--- config.mk ---
export PLATFORM = sky130hd
export DESIGN_NAME = irq_capture_unit
export DESIGN_NICKNAME = d
export VERILOG_FILES = /design/src/rtl/irq_capture_unit.sv
export SDC_FILE = /design/constraint.sdc
export NUM_CORES = 1
export LEC_CHECK = 0
export CORE_ASPECT_RATIO = 0.9
export CORE_MARGIN = 2
export CORE_UTILIZATION = 44
export CTS_CLUSTER_DIAMETER = 100
export CTS_CLUSTER_SIZE = 30
export DETAILED_ROUTE_END_ITERATION = 6
export GPL_ROUTABILITY_DRIVEN = 0
export PLACE_DENSITY = 0.79
export SYNTH_ARGS = -nofsm -noshare
export SYNTH_HDL_FRONTEND = slang
export SYNTH_SLANG_ARGS = --single-unit
--- constraint.sdc ---
create_clock -name clk -period 1.5 [get_ports clk]
set_input_delay 0.225 -clock clk [delete_from_list [all_inputs] [get_ports clk]]
set_output_delay 0.225 -clock clk [all_outputs]
set_load 0.01 [all_outputs]
--- src/rtl/irq_capture_unit.sv ---
// Captures rising edges on eight request lines into a pending vector and offers
// the highest-index enabled pending line as valid/id. Event-to-offer latency 2 cycles.
// The offer holds until ack; at most one event retired per 2 cycles.
module irq_capture_unit #(
    parameter int N_REQ = 8,
    parameter int ID_W  = 3
) (
    input  logic             clk,
    input  logic             rst,
    input  logic [N_REQ-1:0] req_i,
    input  logic [N_REQ-1:0] mask_i,
    input  logic             ack_i,
    input  logic             clr_ovf_i,
    output logic             valid_o,
    output logic [ID_W-1:0]  id_o,
    output logic [N_REQ-1:0] pending_o,
    output logic [N_REQ-1:0] overflow_o
);

    typedef enum logic [0:0] {
        S_IDLE  = 1'b0,
        S_OFFER = 1'b1
    } state_t;

    state_t             state_q;
    logic               valid_q;
    logic [ID_W-1:0]    id_q;
    logic [N_REQ-1:0]   req_d_q;
    logic [N_REQ-1:0]   pending_q;
    logic [N_REQ-1:0]   pending_d;
    logic [N_REQ-1:0]   overflow_q;
    logic [N_REQ-1:0]   overflow_d;
    logic [N_REQ-1:0]   rise_w;
    logic [N_REQ-1:0]   retire_w;
    logic [N_REQ-1:0]   enabled_w;
    logic               accept_w;

    // Highest-index-wins encode: later (higher) set bits overwrite earlier ones.
    function automatic logic [ID_W-1:0] hi_index(input logic [N_REQ-1:0] v);
        logic [ID_W-1:0] r;
        r = '0;
        for (int i = 0; i < N_REQ; i++) begin
            if (v[i]) begin
                r = ID_W'(i);
            end
        end
        return r;
    endfunction

    // Edge detect, retire decode and next-state for pending/overflow vectors.
    always_comb begin
        rise_w    = req_i & ~req_d_q;
        accept_w  = (state_q == S_OFFER) && ack_i;
        retire_w  = '0;
        if (accept_w) begin
            retire_w[id_q] = 1'b1;
        end
        // A rise on the line being retired re-arms it, so set beats clear.
        pending_d  = (pending_q & ~retire_w) | rise_w;
        // A second event on a line still waiting is lost; flag it. Set beats clear.
        overflow_d = (clr_ovf_i ? '0 : overflow_q) | (rise_w & pending_q & ~retire_w);
        enabled_w  = pending_q & mask_i;
    end

    // Request history, pending and overflow registers.
    always_ff @(posedge clk or posedge rst) begin
        if (rst) begin
            req_d_q    <= '0;
            pending_q  <= '0;
            overflow_q <= '0;
        end else begin
            req_d_q    <= req_i;
            pending_q  <= pending_d;
            overflow_q <= overflow_d;
        end
    end

    // Offer FSM: select once from the registered pending vector, then hold until ack.
    always_ff @(posedge clk or posedge rst) begin
        if (rst) begin
            state_q <= S_IDLE;
            valid_q <= 1'b0;
            id_q    <= '0;
        end else begin
            case (state_q)
                S_IDLE: begin
                    if (|enabled_w) begin
                        state_q <= S_OFFER;
                        valid_q <= 1'b1;
                        id_q    <= hi_index(enabled_w);
                    end
                end
                S_OFFER: begin
                    // No pre-emption and no withdrawal on mask change; only ack ends it.
                    if (ack_i) begin
                        state_q <= S_IDLE;
                        valid_q <= 1'b0;
                    end
                end
                default: begin
                    state_q <= S_IDLE;
                    valid_q <= 1'b0;
                end
            endcase
        end
    end

    assign valid_o    = valid_q;
    assign id_o       = id_q;
    assign pending_o  = pending_q;
    assign overflow_o = overflow_q;

endmodule

==> flow_metrics.tcl <==
set metrics [dict create \
    status "finished clean" \
    rsz0062_at_grt "false" \
    syn-num-nets 119 \
    grt_overflow 0 \
    tns_ns 0 \
    vias_per_cell 5.33 \
    placed_area_um2 1610 \
    io_buffers 39 \
    timing.final.crit_share_pct 97.0 \
    crit_path_max_incr_delay_ns 0.54 \
    yosys_warnings 0 \
    core-area_um2 2490 \
    fin_total_pwr_mw 3.03 \
    cts_buffer_depth 2 \
    antenna_left 0 \
    criticalPathCategory "register to primary output" \
    die_w_um 58.1 \
    period_needed_ns 1.46 \
    cp_max_fo 2 \
    critPathLaunch "overflow_o[4]" \
    cts.sinks 29 \
    grt_pass1_vias 1068 \
    floorplan.initialDensity_pct 46.6 \
    synth-edff-count 0 \
    start_kind "register" \
    antenna_cells 0 \
    cp-endpoint "overflow_o[4]" \
    die_area_um2 3060 \
    clock_latency_ns 0.34 \
    numCtsBuffers 5 \
    arrival_ns 1.23 \
    drive_gt1_share_pct 17.3 \
    seq_area_frac_synth_pct 62.6 \
    nets 175 \
    path_delay_family "buffers and inverters" \
    grt_pass1_wl_um 4790 \
    die_y_um 52.7 \
    ir_worst_vdd_v 0.00143 \
    finClkSkew_ns 0.0113 \
    max_cap_violations 0 \
    vias 981 \
    power.density_nw_per_um2 1690 \
    cp.required_ns 1.27 \
    wl_um 2970 \
    rows 17 \
    synthArstFlopShare_pct 100 \
    drt_pass1_iterations 4 \
    slew_violations 0 \
    synthFlopType "dfrtp_1" \
    cts.clk_slew.worst_paths_ns 0.10 \
    end_kind "primary output" \
    synth_cells 99 \
    num_io_pins 40 \
    drtIter0Drc 12 \
    synth_seq_cells 29 \
    crit_chain "clkdlybuf4s50_1" \
    routedWlPerCell_um 16.1 \
    synth_cell_types 21 \
    worstMarginPinSlew_ns 0.401 \
    p_leak_nw 0.849 \
    syn_area_per_cell_um2 11.7 \
    tritoncts "yes" \
    syn_to_final_growth_pct 54.4 \
    cp_num_buf_inv 1 \
    cts.root.buffer_cell "clkbuf_4" \
    slew_headroom_pct 73.2 \
    cp.depth 1 \
    htreeDepth 2 \
    max_freq_mhz 687 \
    regToRegSetupSlack_ns 0.08 \
    track_usage_pct 22.2 \
    setup_violations 0 \
    critPathSlowestCell "clkdlybuf4s50_1" \
    finalInstanceArea_um2 1790 \
    netlist_area_um2 1160 \
    r2r_start "pending_o[7]" \
    hpwl_um 2010 \
    hold_path_class "input pin to async pin" \
    post-route-drc-count 0 \
    antenna_found_initial 0 \
    finalHoldViolations 0 \
    rr_worst_depth 5 \
    r2r_end "state_q" \
    grt_max_degree 30 \
]
through the flow:
step | util, % | hold slack (ns) | std cells | setup slack [ns]
after floorplan | - | 0.256 | 99 | 0.225
after global placement | 64.8 | 0.481 | 169 | -0.0322
after detailed placement | 64.8 | 0.500 | 169 | -0.0789
after CTS | 70.8 | 0.250 | 184 | 0.00221
after global routing | 71.9 | 0.257 | 184 | 0.000220
final | 71.9 | 0.236 | 184 | 0.0445
per-layer routing:
layer  routed length [um]  vias up  track usage, %
met5                    0        -               0
met4                   63        0            13.2
met3                  261        9            9.14
met2                 1460       42            33.9
met1                 1190      475            26.2
li1                     -      455               -
logic make-up (layout without fill, tap and decap cells):
| family | after synthesis | in the layout | synth area share [%] |
|---|---|---|---|
| simple gates | 27 | 27 | 11.5 |
| buf+inv | 12 | 69 | 3.88 |
| flops | 29 | 29 | 62.6 |
| mux | 1 | 1 | 1.29 |
| compound gates | 30 | 30 | 20.7 |
layout by cell type (no fill, tap or decap), types with 2 or more instances in the layout:
| master | n |
|---|---|
| a21o_1 | 4 |
| a22oi_2 | 4 |
| buf_4 | 11 |
| bufinv_16 | 2 |
| clkbuf_4 | 5 |
| clkdlybuf4s50_1 | 25 |
| dfrtp_1 | 29 |
| dlygate4sd2_1 | 3 |
| dlymetal6s2s_1 | 11 |
| inv_1 | 11 |
| nand2_1 | 13 |
| nand2b_1 | 10 |
| nand3_1 | 2 |
| o21ai_0 | 3 |
| o21ai_1 | 4 |
| o22ai_1 | 8 |
layout make-up:
| class | count | area (um2) |
|---|---|---|
| Multi-Input combinational cell | 58 | 389 |
| Clock buffer | 5 | 37.5 |
| Clock inverter | 3 | 65.1 |
| Sequential cell | 29 | 726 |
| Tap cell | 28 | 35.0 |
| Fill cell | 181 | 698 |
| Inverter | 11 | 41.3 |
| Timing Repair Buffer | 50 | 497 |
power breakdown:
part	switching, mW	leakage [nW]	internal (mW)
combinational	0.532	0.473	0.602
sequential	0.132	0.321	0.964
clock	0.285	0.0552	0.516
flip-flops by register name (all words and copies together), names as in the netlist:
register    flops
overflow_o      8
pending_o       8
req_d_q         8
id_o            3
state_q         1
valid_o         1
Yosys cell counts, types with 2 or more instances:
| cell type | count | area share [%] |
|---|---|---|
| a22oi_2 | 4 | 4.3 |
| o21ai_1 | 4 | 1.7 |
| nand2_1 | 13 | 4.2 |
| o22ai_1 | 8 | 4.3 |
| inv_1 | 11 | 3.6 |
| a21o_1 | 4 | 2.6 |
| o21ai_0 | 3 | 1.3 |
| nand2b_1 | 10 | 5.4 |
| nand3_1 | 2 | 0.86 |
| dfrtp_1 | 29 | 63 |
worst min-delay path by stage:
stage | to | depth (start not counted) | start
floorplan | req_d_q[0] | 0 | req_i[0]
global placement | valid_o | 1 | valid_o
detailed placement | pending_o[7] | 2 | req_d_q[7]
CTS | req_d_q[2] | 3 | rst
global route | overflow_o[3] | 3 | rst
finish | req_d_q[2] | 3 | rst
repair_timing:
action | CTS | global route
gates resized for setup | 3 | 11
buffers inserted | 7 | 0
hold buffers | 0 | 0
cloned | 0 | 0
pin swaps | 0 | 0
endpoints found under the setup margin | 10 | 11
(Power assumes the default switching activity.)
